**config.mk**
```make
export PLATFORM = sky130hd
export DESIGN_NAME = sm_neuron_accum_flat
export DESIGN_NICKNAME = d
export VERILOG_FILES = /design/src/rtl/sm_neuron_accum_if.sv /design/src/rtl/sm_neuron_accum.sv /design/src/flat_wrapper.sv
export SDC_FILE = /design/constraint.sdc
export NUM_CORES = 1
export LEC_CHECK = 0
export BUFFER_PORTS_ARGS = -buffer_cell sky130_fd_sc_hd__buf_2
export CAP_MARGIN = 40
export CORE_UTILIZATION = 60
export CTS_BUF_LIST = sky130_fd_sc_hd__clkbuf_2 sky130_fd_sc_hd__clkbuf_4 sky130_fd_sc_hd__clkbuf_8
export DETAILED_ROUTE_END_ITERATION = 8
export PLACE_DENSITY_LB_ADDON = 0.2
export SYNTH_ARGS = -nofsm -noshare
export SYNTH_HDL_FRONTEND = slang
export SYNTH_SLANG_ARGS = --single-unit
```
**constraint.sdc**
```tcl
create_clock -name i_clk -period 9.8 [get_ports i_clk]
set_input_delay 0.98 -clock i_clk [delete_from_list [all_inputs] [get_ports i_clk]]
set_output_delay 0.98 -clock i_clk [all_outputs]
set_load 0.03 [all_outputs]
```
**src/rtl/sm_neuron_accum_if.sv**
```systemverilog
// ----------------------------------------------------------------------------
// sm_neuron_accum_if
//   Groups the control and product-stream signals of the neuron accumulator.
//   Signal names match the original flat port list of sm_neuron_accum.
//
//   master : frame controller / product source (drives i_*, observes o_*)
//   slave  : sm_neuron_accum (observes i_*, drives o_*)
//
//   i_start       begin a new frame (honoured in IDLE only)
//   i_bias        neuron bias, sign-magnitude
//   i_prod_valid  product word valid
//   i_prod        product word, sign-magnitude
//   i_prod_ovr    multiplier overflow flag, qualified by i_prod_valid
//   o_prod_ready  accumulator accepting products
//   o_busy        frame in progress (ACCUM or BIAS)
//   o_done        one-cycle pulse, result outputs newly valid
//   o_sum         saturated sum including bias, sign-magnitude
//   o_fire        sum strictly positive
//   o_ovr         overflow seen during the frame
// ----------------------------------------------------------------------------
interface sm_neuron_accum_if #(
    parameter int N = 16
);
    logic         i_start;
    logic [N-1:0] i_bias;
    logic         i_prod_valid;
    logic [N-1:0] i_prod;
    logic         i_prod_ovr;
    logic         o_prod_ready;
    logic         o_busy;
    logic         o_done;
    logic [N-1:0] o_sum;
    logic         o_fire;
    logic         o_ovr;

    modport master (
        output i_start, i_bias, i_prod_valid, i_prod, i_prod_ovr,
        input  o_prod_ready, o_busy, o_done, o_sum, o_fire, o_ovr
    );

    modport slave (
        input  i_start, i_bias, i_prod_valid, i_prod, i_prod_ovr,
        output o_prod_ready, o_busy, o_done, o_sum, o_fire, o_ovr
    );
endinterface

```
**src/rtl/sm_neuron_accum.sv**
```systemverilog
// ----------------------------------------------------------------------------
// sm_neuron_accum
//   Perceptron neuron accumulator. Consumes a frame of NUM_INPUTS
//   sign-magnitude Q-format products over a valid/ready stream, adds the
//   neuron bias, and presents a saturated N-bit sum plus a step-activation
//   fire flag for the digit-class compare stage.
//
//   i_clk  clock, rising edge
//   i_rst  synchronous active-high reset
//   bus    sm_neuron_accum_if slave modport (start/bias/product stream in,
//          ready/busy/done/sum/fire/ovr out)
// ----------------------------------------------------------------------------
module sm_neuron_accum #(
    parameter int Q          = 12,
    parameter int N          = 16,
    parameter int NUM_INPUTS = 784,
    parameter int CNT_W      = 10
) (
    input  logic               i_clk,
    input  logic               i_rst,
    sm_neuron_accum_if.slave   bus
);

    // Parameter legality; Q only has to leave room for an integer bit.
    if (Q > N - 2) begin : g_bad_q
        $error("sm_neuron_accum: Q must be <= N-2");
    end
    if (NUM_INPUTS < 1) begin : g_bad_num
        $error("sm_neuron_accum: NUM_INPUTS must be >= 1");
    end
    if ((64'd1 << CNT_W) < 64'(NUM_INPUTS)) begin : g_bad_cnt
        $error("sm_neuron_accum: CNT_W too narrow for NUM_INPUTS");
    end

    localparam logic [CNT_W-1:0] LAST_CNT = CNT_W'(NUM_INPUTS - 1);

    typedef enum logic [1:0] {
        S_IDLE,
        S_ACCUM,
        S_BIAS,
        S_DONE
    } state_t;

    state_t         state_q, state_d;
    logic [N-1:0]   acc_q, acc_d;
    logic [CNT_W-1:0] cnt_q, cnt_d;
    logic           ovr_q, ovr_d;       // frame-internal overflow flag
    logic [N-1:0]   sum_q, sum_d;
    logic           fire_q, fire_d;
    logic           ovr_out_q, ovr_out_d;

    logic [N-1:0]   add_b;
    logic [N:0]     add_res;            // {saturated, sign, magnitude}

    // Sign-magnitude add with magnitude saturation. Returns {sat, result}.
    // A zero magnitude always comes back as +0, which also absorbs -0 inputs.
    function automatic logic [N:0] sm_add(input logic [N-1:0] a,
                                          input logic [N-1:0] b);
        logic [N-1:0] mag_sum;
        logic [N-2:0] mag;
        logic         sgn;
        logic         sat;
        mag_sum = '0;
        sat     = 1'b0;
        if (a[N-1] == b[N-1]) begin
            mag_sum = {1'b0, a[N-2:0]} + {1'b0, b[N-2:0]};
            sgn     = a[N-1];
            if (mag_sum[N-1]) begin
                mag = '1;
                sat = 1'b1;
            end else begin
                mag = mag_sum[N-2:0];
            end
        end else if (a[N-2:0] >= b[N-2:0]) begin
            mag = a[N-2:0] - b[N-2:0];
            sgn = a[N-1];
        end else begin
            mag = b[N-2:0] - a[N-2:0];
            sgn = b[N-1];
        end
        if (mag == '0) begin
            sgn = 1'b0;
        end
        return {sat, sgn, mag};
    endfunction

    // One shared adder: second operand is the product in ACCUM, bias otherwise.
    always_comb begin
        add_b   = (state_q == S_ACCUM) ? bus.i_prod : bus.i_bias;
        add_res = sm_add(acc_q, add_b);
    end

    always_comb begin
        state_d   = state_q;
        acc_d     = acc_q;
        cnt_d     = cnt_q;
        ovr_d     = ovr_q;
        sum_d     = sum_q;
        fire_d    = fire_q;
        ovr_out_d = ovr_out_q;

        case (state_q)
            S_IDLE: begin
                if (bus.i_start) begin
                    state_d = S_ACCUM;
                    acc_d   = '0;
                    cnt_d   = '0;
                    ovr_d   = 1'b0;
                end
            end
            S_ACCUM: begin
                if (bus.i_prod_valid) begin
                    acc_d = add_res[N-1:0];
                    cnt_d = cnt_q + CNT_W'(1);
                    ovr_d = ovr_q | bus.i_prod_ovr | add_res[N];
                    if (cnt_q == LAST_CNT) begin
                        state_d = S_BIAS;
                    end
                end
            end
            S_BIAS: begin
                // Result registers load here so they are valid during DONE.
                acc_d     = add_res[N-1:0];
                ovr_d     = ovr_q | add_res[N];
                sum_d     = add_res[N-1:0];
                fire_d    = ~add_res[N-1] & (|add_res[N-2:0]);
                ovr_out_d = ovr_q | add_res[N];
                state_d   = S_DONE;
            end
            S_DONE: begin
                state_d = S_IDLE;
            end
            default: begin
                state_d = S_IDLE;
            end
        endcase
    end

    always_ff @(posedge i_clk) begin
        if (i_rst) begin
            state_q   <= S_IDLE;
            acc_q     <= '0;
            cnt_q     <= '0;
            ovr_q     <= 1'b0;
            sum_q     <= '0;
            fire_q    <= 1'b0;
            ovr_out_q <= 1'b0;
        end else begin
            state_q   <= state_d;
            acc_q     <= acc_d;
            cnt_q     <= cnt_d;
            ovr_q     <= ovr_d;
            sum_q     <= sum_d;
            fire_q    <= fire_d;
            ovr_out_q <= ovr_out_d;
        end
    end

    assign bus.o_prod_ready = (state_q == S_ACCUM);
    assign bus.o_busy       = (state_q == S_ACCUM) || (state_q == S_BIAS);
    assign bus.o_done       = (state_q == S_DONE);
    assign bus.o_sum        = sum_q;
    assign bus.o_fire       = fire_q;
    assign bus.o_ovr        = ovr_out_q;

endmodule
```
**src/flat_wrapper.sv**
```systemverilog
// flat-port wrapper written by rule: the top's interface ports become plain ports
module sm_neuron_accum_flat 
#(
    parameter int Q          = 12,
    parameter int N          = 16,
    parameter int NUM_INPUTS = 784,
    parameter int CNT_W      = 10
)
  (i_clk, i_rst, bus_i_start, bus_i_bias, bus_i_prod_valid, bus_i_prod, bus_i_prod_ovr, bus_o_prod_ready, bus_o_busy, bus_o_done, bus_o_sum, bus_o_fire, bus_o_ovr);
  sm_neuron_accum_if #(.N(N)) bus_i ();
  input  logic i_clk;
  input  logic i_rst;
  input wire logic [$bits(bus_i.i_start)-1:0] bus_i_start;
  input wire logic [$bits(bus_i.i_bias)-1:0] bus_i_bias;
  input wire logic [$bits(bus_i.i_prod_valid)-1:0] bus_i_prod_valid;
  input wire logic [$bits(bus_i.i_prod)-1:0] bus_i_prod;
  input wire logic [$bits(bus_i.i_prod_ovr)-1:0] bus_i_prod_ovr;
  output wire logic [$bits(bus_i.o_prod_ready)-1:0] bus_o_prod_ready;
  output wire logic [$bits(bus_i.o_busy)-1:0] bus_o_busy;
  output wire logic [$bits(bus_i.o_done)-1:0] bus_o_done;
  output wire logic [$bits(bus_i.o_sum)-1:0] bus_o_sum;
  output wire logic [$bits(bus_i.o_fire)-1:0] bus_o_fire;
  output wire logic [$bits(bus_i.o_ovr)-1:0] bus_o_ovr;
  assign bus_i.i_start = bus_i_start;
  assign bus_i.i_bias = bus_i_bias;
  assign bus_i.i_prod_valid = bus_i_prod_valid;
  assign bus_i.i_prod = bus_i_prod;
  assign bus_i.i_prod_ovr = bus_i_prod_ovr;
  assign bus_o_prod_ready = bus_i.o_prod_ready;
  assign bus_o_busy = bus_i.o_busy;
  assign bus_o_done = bus_i.o_done;
  assign bus_o_sum = bus_i.o_sum;
  assign bus_o_fire = bus_i.o_fire;
  assign bus_o_ovr = bus_i.o_ovr;
  sm_neuron_accum #(.Q(Q), .N(N), .NUM_INPUTS(NUM_INPUTS), .CNT_W(CNT_W)) u_core (.i_clk(i_clk), .i_rst(i_rst), .bus(bus_i));
endmodule
```
-- Word level (Yosys, flattened, before mapping)
Cells that the tools add are included.
- register bits: 47
- logic and storage cells: 56
- output and inout port bits: 21
- $add $sub $neg: 4
- $lt $le $gt $ge: 1
- eq/ne operators: 8
- mux-type cells: 22
- bitwise gates (word level): 5
- reduce and logical (&&, ||, !) cells: 9
- operator list (cell ; count):
    two-way mux 16 bit ; 3
    one-hot mux 16 bit (3 select lines) ; 1
    two-way mux 15 bit ; 3
    subtractor 15 bit ; 2
    two-way mux 10 bit ; 2
    one-hot mux 10 bit (2 select lines) ; 1
    adder 15 x 15 -> 16 bit ; 1
    greater-or-equal comparator 15 bit ; 1
    zero test 15 bit ; 1
    OR reduction 15 bit ; 1
    adder 10 x 1 -> 10 bit (second input constant) ; 1
    equality test 10 bit (second input constant) ; 1
    AND reduction 3 bit ; 3
    one-hot mux 2 bit (4 select lines) ; 1
    two-way mux 1 bit ; 7
    two-way mux 2 bit ; 3
    equality test 2 bit (second input constant) ; 2
    inequality test 2 bit (second input constant) ; 2
    OR 1 bit ; 3
    one-hot mux 1 bit (3 select lines) ; 1
    nonzero test 3 bit ; 1
    equality test 2 x 1 -> 1 bit (second input constant) ; 1
    zero test 2 bit ; 1
    inequality test 2 x 1 -> 1 bit (second input constant) ; 1
    other kinds (5) ; 5

-- Depth between registers and ports, before layout
Gate-level depths: netlist of run 1.
- word-level depth: 9
- depth in mapped cells: 20
- depth with buffers taken out: 18

-- Least setup slack after synthesis of run 1
No wires, ideal clock.
- path type: register to register
- start point: register u_core.state_q[1]
- end point: register u_core.fire_q (netlist: u_core.bus.o_fire)
- data arrival time: 4704 ps
- data required time: 9663 ps
- path slack: 4959 ps
- stages on the path, launching flop included: 19
- library setup time: 137 ps
- period minus slack after synthesis: 4841 ps
- path buffers: 4
- cells stage by stage: dfxtp_1 -> inv_1 -> ha_1 -> clkbuf_1 -> clkbuf_1 -> mux2_2 -> ha_1 -> nand3b_1 -> or3_1 -> o221ai_4 -> a21o_1 -> buf_6 -> buf_8 -> mux2_4 -> or3_1 -> a32oi_2 -> nand3b_1 -> nor4_2 -> o32ai_1
- word-level cells in the longest chain between the ends: 9
- elaborated cells between the ends (all ways): 18
- those cells by class: 3 x add/sub; 1 x order compare; 3 x eq/ne; 7 x mux; 2 x bitwise; 2 x reduce/logical
- ends and longest elaborated chain (what ; line ; text):
    start: declaration ; sm_neuron_accum.sv:44 ; state_t state_q, state_d;
    start signal: assignment ; sm_neuron_accum.sv:149 ; state_q <= state_d;
    equality test 2 x 1 -> 1 bit (*) ; n/a ;
    via bus_o_prod_ready ; flat_wrapper.sv:18 ; output wire logic [$bits(bus_i.o_prod_ready)-1:0] bus_o_prod_ready;
    two-way mux 16 bit (*) ; sm_neuron_accum.sv:89 ; add_b = (state_q == S_ACCUM) ? bus.i_prod : bus.i_bias;
    subtractor 15 bit (tied with other cells) ; sm_neuron_accum.sv:78 ; mag = b[N-2:0] - a[N-2:0];
    two-way mux 15 bit, on equally long branches ; sm_neuron_accum.sv:74, sm_neuron_accum.sv:68 ;
    two-way mux 15 bit ; sm_neuron_accum.sv:65 ; if (a[N-1] == b[N-1]) begin
    zero test 15 bit ; sm_neuron_accum.sv:81 ; if (mag == '0) begin
    two-way mux 1 bit ; sm_neuron_accum.sv:81 ;
    NOT 1 bit ; sm_neuron_accum.sv:126 ; fire_d = ~add_res[N-1] & (|add_res[N-2:0]);
    AND 1 bit (*) ; sm_neuron_accum.sv:126 ;
    end signal: assignment ; sm_neuron_accum.sv:154 ; fire_q <= fire_d;
    end: declaration ; sm_neuron_accum.sv:49 ; logic fire_q, fire_d;
Mark *: on every way through the listed nets, which the timed path passes. The rest lies on a longest branch.
A chain may end at the register's enable or synchronous reset.

-- Worst setup path in the final report of run 1
- start point: register u_core.state_q[1]
- end point: register u_core.fire_q (netlist: u_core.bus.o_fire)
- word-level cells in the longest chain between the ends: 9
- elaborated cells between the ends (all ways): 18
- those cells by class: 3 x add/sub; 1 x order compare; 3 x eq/ne; 7 x mux; 2 x bitwise; 2 x reduce/logical
- ends and longest elaborated chain (what ; line):
    equality test 2 x 1 -> 1 bit ; sm_neuron_accum.sv:89
    two-way mux 16 bit ; sm_neuron_accum.sv:89
    subtractor 15 bit (tied with other cells) ; sm_neuron_accum.sv:78
    two-way mux 15 bit, on equally long branches ; sm_neuron_accum.sv:74, sm_neuron_accum.sv:68
    two-way mux 15 bit ; sm_neuron_accum.sv:65
    zero test 15 bit ; sm_neuron_accum.sv:81
    two-way mux 1 bit ; sm_neuron_accum.sv:81
    NOT 1 bit ; sm_neuron_accum.sv:126
    AND 1 bit ; sm_neuron_accum.sv:126
Parallel ways exist; a longest one is shown, timed or not.

==> summary.md, run 1 <==
| Metric | Value |
|---|---|
| Outcome | finished, final reports clean |
| # DRC | 0 |
| Nets | 730 |
| Final WL | about 13000 microns |
| Area delta synth->final | 9.33% |
| # diodes | 0 |
| Routability cong. | roughly 0.95 |
| Syn nets | a little under 700 |
| Combinational share of power | roughly three quarters |
| R2r endpoint | u_core.bus.o_fire |
| Clock Path Buffers | 2 |
| CTS tree | done |
| Hold path depth | 2 |
| Starting Density | about 63% |
| Die area | roughly 8000 sq um |
| Worst R2R Setup Slack | approximately 4200 ps |
| Via count | around 4500 |
| H-tree Lvls | 2 |
| Final Max Tran Viols | 0 |
| Final hold vios | 0 |
| Setup Skew | 8.08 ps |
| Drt pass-1 iters | 7 |
| Worst Reg2Reg Path Length in Cells | 15 |
| Layout cells sized above 1 | between 10% and 20% |
| FP Rows | 31 |
| Netlist Area Pre-Place | roughly 4700 sq um |
| Post-synth EDFFs | 0 |
| Crit Path Max Fanout | 17 |
| Critical Path RT | 9970 ps |
| Worst-Margin Slew | 809 ps |
| Core Box Area | 7410 sq um |
| Achievable Freq | roughly 0.18 GHz |
| Clk_lat worst skew | 300 ps |
| Port-buffer cells | 57 |
| Hold Buf Count CTS | 0 |
| Sequential power share | about 16% |
| Setup Total Neg Slack | 0 ps |
| Async set or reset register ratio after synthesis | 0% |
| Avg Inst Size Synth | 7.88 sq um |
| Sequential cell area fraction in the yosys report | 20.1% |
| First-pass GRT wire length | approximately 21000 microns |
| Final period utilization | between 50% and 60% |
| Cts repair resizes | 0 |
| Starting DRT DRC Count | 306 |
| Arrival time worst endpoint | 5750 ps |
| Pleak | 0.00221 uW |
| Gr ovfl total | 0 |
| Mapped Cells | about 600 |
| Post-route ant nets | 0 |
| Clock power share | slightly above 9% |
| Max cap viols | 0 |
| Die Ht | 90.3 microns |
| Sink Count | between 40 and 50 |
| CP endpoint kind | register |
| Synth warn | 0 |
| RSZ-0062 raised after global routing | no |
| Die span in x | 90.3 microns |
| P_sw | roughly 1000 uW |
| Clock buffer count from CTS | 5 |
| Switch share | roughly 54% |
| Reg clk slew, reported paths | around 90 ps |
| Initial antenna violation count | 0 |
| Post-synthesis register bit count | 47 |
| Post-CTS setup buffer count | 0 |
| Post-route cell area | 5120 sq um |
| Largest net degree at the start of global routing | 44 |
| Internal power | ~860 uW |
| Distinct cells, synth | 81 |
| Number of global-route vias before repair | about 4200 |
| Max-slew headroom | 46.0% |
| Total GRT Usage | a little under a third |
| HPWL Detailed | between 10000 and 15000 microns |
| WL/cell | 17.6 microns |
| Total power | approximately 1900 uW |
| R2r startpoint | u_core.state_q[1] |
| Worst min path class | register to register |
| Setup CP Type | register to register |
| WHS Endpoint | u_core.bus.o_sum[15] |
| Peak supply drop | approximately 180 uV |
| Final setup violation count | 0 |
| Crit path launch type | register |
| Post-DR vias/cell | between 6 and 7 |
| Hold_sp | u_core.bus.o_sum[15] |
| Synth Flop Type | dfxtp_1 |
| Pwr Density | about 370 nW/um^2 |
| Root Driver | clkbuf_8 |
| Min cycle time layout | about 5600 ps |
| Area after DPL | around 5000 sq um |
| IO Pins | 58 |
[power groups by stage]
stage                     sequential (uW)  combinational [uW]  clock [uW]
after floorplan                       336                1030           0
after detailed placement              312                1370           0
after global placement                308                1340           0
after global routing                  315                1530         177
final                                 309                1400         171
after CTS                             309                1380         169
[per-layer routing]
layer	track usage (%)	wire length [microns]	part of all wire [%]	up-vias
li1	-	-	-	2189
met1	40.8	5580	43	2086
met2	55.7	6270	48	161
met3	3.37	665	5.1	29
met4	11.3	411	3.2	0
met5	0	0	0	-
[worst max path at each step]
| stage | startpoint | endpoint | slack [ps] | cells past startpoint |
|---|---|---|---|---|
| after floorplan | u_core.state_q[1] | u_core.bus.o_fire | 4960 | 18 |
| final | u_core.state_q[1] | u_core.bus.o_fire | 4220 | 15 |
| after detailed placement | u_core.state_q[1] | u_core.bus.o_fire | 4340 | 15 |
| after global routing | u_core.state_q[1] | u_core.bus.o_fire | 3950 | 16 |
| after CTS | u_core.state_q[1] | u_core.bus.o_fire | 4320 | 15 |
| after global placement | u_core.state_q[1] | u_core.bus.o_fire | 4510 | 15 |
[registers in the layout (all words and copies together) (netlist names)]
signal             count
u_core.ovr_q           1
u_core.cnt_q          10
u_core.state_q         2
u_core.bus.o_sum      16
u_core.bus.o_fire      1
u_core.bus.o_ovr       1
u_core.acc_q          16
[logic make-up (layout without fill, tap and decap cells)]
kind of cell               count (synthesis)  after routing  synth area share [%]
and+or+nand+nor                          200            200                  21.1
xor gates and xnor gates                  13             13                  2.83
buffers and inverters                     76            119                  6.98
AOI/OAI and AO/OA                        168            168                  25.5
adders and majority gates                 57             57                  15.7
muxes                                     33             33                  7.81
DFF                                       47             47                  20.1
[Yosys cell counts, types with 4 or more instances]
| cell type | instances | area, sq um |
|---|---|---|
| nor3_1 | 14 | 70.1 |
| o21a_1 | 8 | 60.1 |
| o21ai_0 | 20 | 100 |
| o21bai_1 | 7 | 52.6 |
| mux2_2 | 16 | 180 |
| nor2_1 | 89 | 334 |
| nand3_1 | 7 | 35.0 |
| clkbuf_1 | 15 | 56.3 |
| nand2b_1 | 12 | 75.1 |
| mux2i_1 | 13 | 130 |
| o31ai_1 | 5 | 37.5 |
| nand2_1 | 31 | 116 |
| or3_1 | 8 | 50.1 |
| a21oi_1 | 53 | 265 |
| inv_1 | 48 | 180 |
| xor2_1 | 6 | 52.6 |
| nand3b_1 | 6 | 45.0 |
| nor2b_1 | 5 | 31.3 |
| buf_2 | 6 | 30.0 |
| ha_1 | 54 | 676 |
| xnor2_1 | 6 | 52.6 |
| a22oi_1 | 10 | 75.1 |
| and2_1 | 4 | 25.0 |
| a21o_1 | 11 | 82.6 |
| nand4_1 | 6 | 37.5 |
| a211oi_1 | 12 | 90.1 |
| dfxtp_1 | 47 | 941 |
[metrics by stage]
stage	worst slack (ps)	cells	hold WS, ps	util, %
2_1_floorplan	4960	594	463	-
3_3_place_gp	4510	728	449	67.2
3_5_place_dp	4340	728	463	67.2
4_1_cts	4320	736	476	69.1
5_1_grt	3950	736	495	69.1
6_report	4220	736	476	69.1
[cells in the final DEF (no fill, tap or decap), types with 4 or more instances in the layout]
cell type / count
nor2_1: 89
buf_2: 57
ha_1: 54
a21oi_1: 53
inv_1: 48
dfxtp_1: 47
nand2_1: 31
o21ai_0: 20
mux2_2: 16
nor3_1: 14
mux2i_1: 13
nand2b_1: 12
a211oi_1: 12
a21o_1: 11
a22oi_1: 10
or3_1: 8
o21a_1: 8
o21bai_1: 7
nand3_1: 7
nand4_1: 6
xor2_1: 6
nand3b_1: 6
xnor2_1: 6
nor2b_1: 5
o31ai_1: 5
clkbuf_8: 5
and2_1: 4
buf_4: 4
[area by class of cell]
type,instances,area [sq um]
clock buffer,6,76.3
inverter,50,188
multi-input combinational,471,3410
timing repair buffer,61,315
tap,99,124
sequential,47,941
clock inverter,2,60.1
fill,641,2290
[worst max-delay path, stage by stage (launching register included)]
cell      delay [ps]
dfxtp_1          350
inv_1            110
ha_1             690
buf_4            330
mux2_2           380
ha_1             490
nand3_1          120
or3_1            420
o221ai_4         260
a21o_1           530
mux2i_1          330
xnor2_1          110
a22o_1           220
or4_1            540
nor4_2           390
o32ai_1          150
Note: power is estimated with default switching activity, not from simulation.
==> run 2, diff against run 1 <==
--- a/config.mk
+++ b/config.mk
@@ -5,6 +5,7 @@
 export SDC_FILE = /design/constraint.sdc
 export NUM_CORES = 1
 export LEC_CHECK = 0
+export ABC_AREA = 1
 export BUFFER_PORTS_ARGS = -buffer_cell sky130_fd_sc_hd__buf_2
 export CAP_MARGIN = 40
 export CORE_UTILIZATION = 60
==> constraint.sdc (replaced) <==
create_clock -name i_clk -period 5.45 [get_ports i_clk]
set_input_delay 0.545 -clock i_clk [delete_from_list [all_inputs] [get_ports i_clk]]
set_output_delay 0.545 -clock i_clk [all_outputs]
set_load 0.03 [all_outputs]
==> summary.md, run 2 <==
| Metric | Value |
|---|---|
| WL/cell | 13.9 microns (was 17.6 microns) |
| Clock Path Buffers | 2 (unchanged) |
| Worst-Margin Slew | 893 ps (was 809 ps) |
| Most frequent cells in the layout | 311 x nand2_1, 162 x inv_1, 76 x nand3_1 (was 89 x nor2_1, 57 x buf_2, 54 x ha_1) |
| Setup CP Type | register to register (unchanged) |
| Outcome | finished, final reports clean (unchanged) |
| Starting DRT DRC Count | 562 (was 306) |
| Top cell type's share of synthesized area | 21.4% (was 20.1%) |
| Hold path depth | 2 (unchanged) |
| Synth cell count leaders | 311 x nand2_1, 162 x inv_1, 76 x nand3_1, 69 x nor2_1, 55 x a21oi_1 (was 89 x nor2_1, 54 x ha_1, 53 x a21oi_1, 48 x inv_1, 47 x dfxtp_1) |
| Min cycle time layout | 3950 ps (was 5580 ps) |
| Initial antenna violation count | 0 (unchanged) |
| Final period utilization | 72.4% (was 56.9%) |
| Max cap viols | 0 (unchanged) |
| Crit Path Max Fanout | 13 (was 17) |
| Post-synthesis register bit count | 47 (unchanged) |
| Core Box Area | 8760 sq um (was 7410 sq um) |
| Most common cell in the netlist | nand2_1 (was nor2_1) |
| Starting Density | 62.3% (was 63.2%) |
| Crit path launch type | register (unchanged) |
| Min Hold Slack | 446 ps (was 476 ps) |
| Reg clk slew, reported paths | 90 ps (about the same) |
| Max-slew headroom | 39.9% (was 46.0%) |
| Setup Total Neg Slack | 0 ps (unchanged) |
| # diodes | 0 (unchanged) |
| Worst R2R Setup Slack | 1500 ps (was 4220 ps) |
| Netlist Area Pre-Place | 5460 sq um (was 4680 sq um) |
| Post-synth EDFFs | 0 (unchanged) |
| Hold_sp | u_core.cnt_q[9] (was u_core.bus.o_sum[15]) |
| # DRC | 0 (unchanged) |
| Die span in x | 97.4 microns (was 90.3 microns) |
| HPWL Detailed | 12500 microns (was 10200 microns) |
| Worst min path class | register to register (unchanged) |
| Avg Inst Size Synth | 5.72 sq um (was 7.88 sq um) |
| WHS Endpoint | u_core.cnt_q[9] (was u_core.bus.o_sum[15]) |
| Final hold vios | 0 (unchanged) |
| CTS tree | done (unchanged) |
| Cts repair resizes | 0 (unchanged) |
| Distinct cells, synth | 38 (was 81) |
| Die Ht | 97.4 microns (was 90.3 microns) |
| Final setup violation count | 0 (unchanged) |
| Post-DR vias/cell | 5.38 (was 6.07) |
| Clk_lat worst skew | 300 ps (about the same) |
| Top cells by area, synth | nand2_1 21%, dfxtp_1 17%, ha_1 12% (was dfxtp_1 20%, ha_1 14%, nor2_1 7.1%) |
| Fill cells | 879 (was 641) |
| Clock buffer count from CTS | 5 (unchanged) |
| Port-buffer cells | 57 (unchanged) |
| Drt pass-1 iters | 5 (was 7) |
| H-tree Lvls | 2 (unchanged) |
| Die area | 9490 sq um (was 8160 sq um) |
| Via count | 5943 (was 4465) |
| RSZ-0062 raised after global routing | no (unchanged) |
| Post-CTS setup buffer count | 0 (unchanged) |
| R2r startpoint | u_core.state_q[1] (unchanged) |
| Worst Reg2Reg Path Length in Cells | 21 (was 15) |
| Root Driver | clkbuf_8 (unchanged) |
| R2r endpoint | u_core.acc_q[15] (was u_core.bus.o_fire) |
| Sequential cell area fraction in the yosys report | 17.2% (was 20.1%) |
| Async set or reset register ratio after synthesis | 0% (unchanged) |
| Final WL | 15400 microns (was 12900 microns) |
| IO Pins | 58 (unchanged) |
| Synth warn | 0 (unchanged) |
| Post-synth top area cell | nand2_1 (was dfxtp_1) |
| CP endpoint kind | register (unchanged) |
| Setup Skew | 8.08 ps (about the same) |
| Most common cell after layout, fill and taps aside | nand2_1 (was nor2_1) |
| Post-route ant nets | 0 (unchanged) |
| Synth Flop Type | dfxtp_1 (unchanged) |
| Achievable Freq | 0.253 GHz (was 0.179 GHz) |
| FP Rows | 34 (was 31) |
| First-pass GRT wire length | 25400 microns (was 21000 microns) |
| Gr ovfl total | 0 (unchanged) |
| Number of global-route vias before repair | 5362 (was 4244) |
| Layout cells sized above 1 | 11.6% (was 17.4%) |
| Nets | 1090 (was 730) |
| Arrival time worst endpoint | 4120 ps (was 5750 ps) |
| Total GRT Usage | 32.9% (was 31.9%) |
| Largest net degree at the start of global routing | 33 (was 44) |
| Area delta synth->final | 7.15% (was 9.33%) |
| Routability cong. | 0.955 (was 0.948) |
| Hold Buf Count CTS | 0 (unchanged) |
| Syn nets | 1048 (was 688) |
| Final Max Tran Viols | 0 (unchanged) |
| Critical Path RT | 5620 ps (was 9970 ps) |
| Mapped Cells | 954 (was 594) |
| Sink Count | 47 (unchanged) |
## run 2: cell type report
| cell class | count | area (sq um) | area share (%) |
|---|---|---|---|
| Timing Repair Buffer | 62 | 327 | 5.58 |
| Sequential cell | 47 | 941 | 16.1 |
| Multi-Input combinational cell | 704 | 3700 | 63.2 |
| Inverter | 176 | 661 | 11.3 |
| Tap cell | 108 | 135 | 2.31 |
| Clock buffer | 7 | 83.8 | 1.43 |
| Clock inverter | 1 | 5.00 | 0.0855 |
## run 2: per-layer routing
| metal | GRT usage (%) | vias to the layer above | share of wire (%) |
|---|---|---|---|
| met4 | 10.3 | 0 | 2.3 |
| met3 | 2.09 | 31 | 7.8 |
| met5 | 0 | - | 0 |
| met1 | 45.7 | 2635 | 46 |
| li1 | - | 3032 | - |
| met2 | 54.5 | 245 | 44 |
## run 2: stage by stage
step,utilization (%),std cells,setup WS (ps),cell area (sq um)
final,66.8,1105,1500,5850
after global placement,65.6,1096,1420,5750
after global routing,66.8,1105,1070,5850
after floorplan,-,954,1970,5460
after CTS,66.8,1105,1540,5850
after detailed placement,65.8,1097,1540,5760
## run 2: worst max path at each step
stage | startpoint | to | slack [ps] | cells past startpoint
2_1_floorplan | u_core.state_q[1] | u_core.acc_q[15] | 1970 | 21
3_3_place_gp | u_core.state_q[1] | u_core.acc_q[15] | 1420 | 17
3_5_place_dp | u_core.state_q[1] | u_core.bus.o_sum[15] | 1540 | 21
4_1_cts | u_core.state_q[1] | u_core.acc_q[15] | 1540 | 21
5_1_grt | u_core.state_q[1] | u_core.acc_q[15] | 1070 | 21
6_report | u_core.state_q[1] | u_core.acc_q[15] | 1500 | 21
## run 2: kinds of logic (layout without fill, tap and decap cells)
group | count (synthesis) | after routing | share of synthesized area (%)
buf+inv | 203 | 246 | 15.0
simple gates | 514 | 514 | 40.2
fa+ha+maj | 57 | 57 | 13.5
compound gates | 122 | 122 | 12.0
xor+xnor | 11 | 11 | 2.11
flops | 47 | 47 | 17.2
## run 2: critical path: stages (launching register included)
cell and delay (ps):
dfxtp_1 390, inv_1 100, ha_1 360, o21ai_0 780
inv_1 190, fa_1 560, nand2_1 100, nand3_1 80
nand3_1 160, nand2_1 120, nand2_1 70, nand2_1 90
inv_1 80, nand2_1 60, nand3_1 90, nand2_1 90
nor2_1 90, nand2_1 60, nor2_1 110, nand3_2 100
nand3_1 70, a21oi_1 60
Power of run 2 is not shown: default switching activity piles up to over one toggle a cycle in this logic, so the estimate is an artifact.
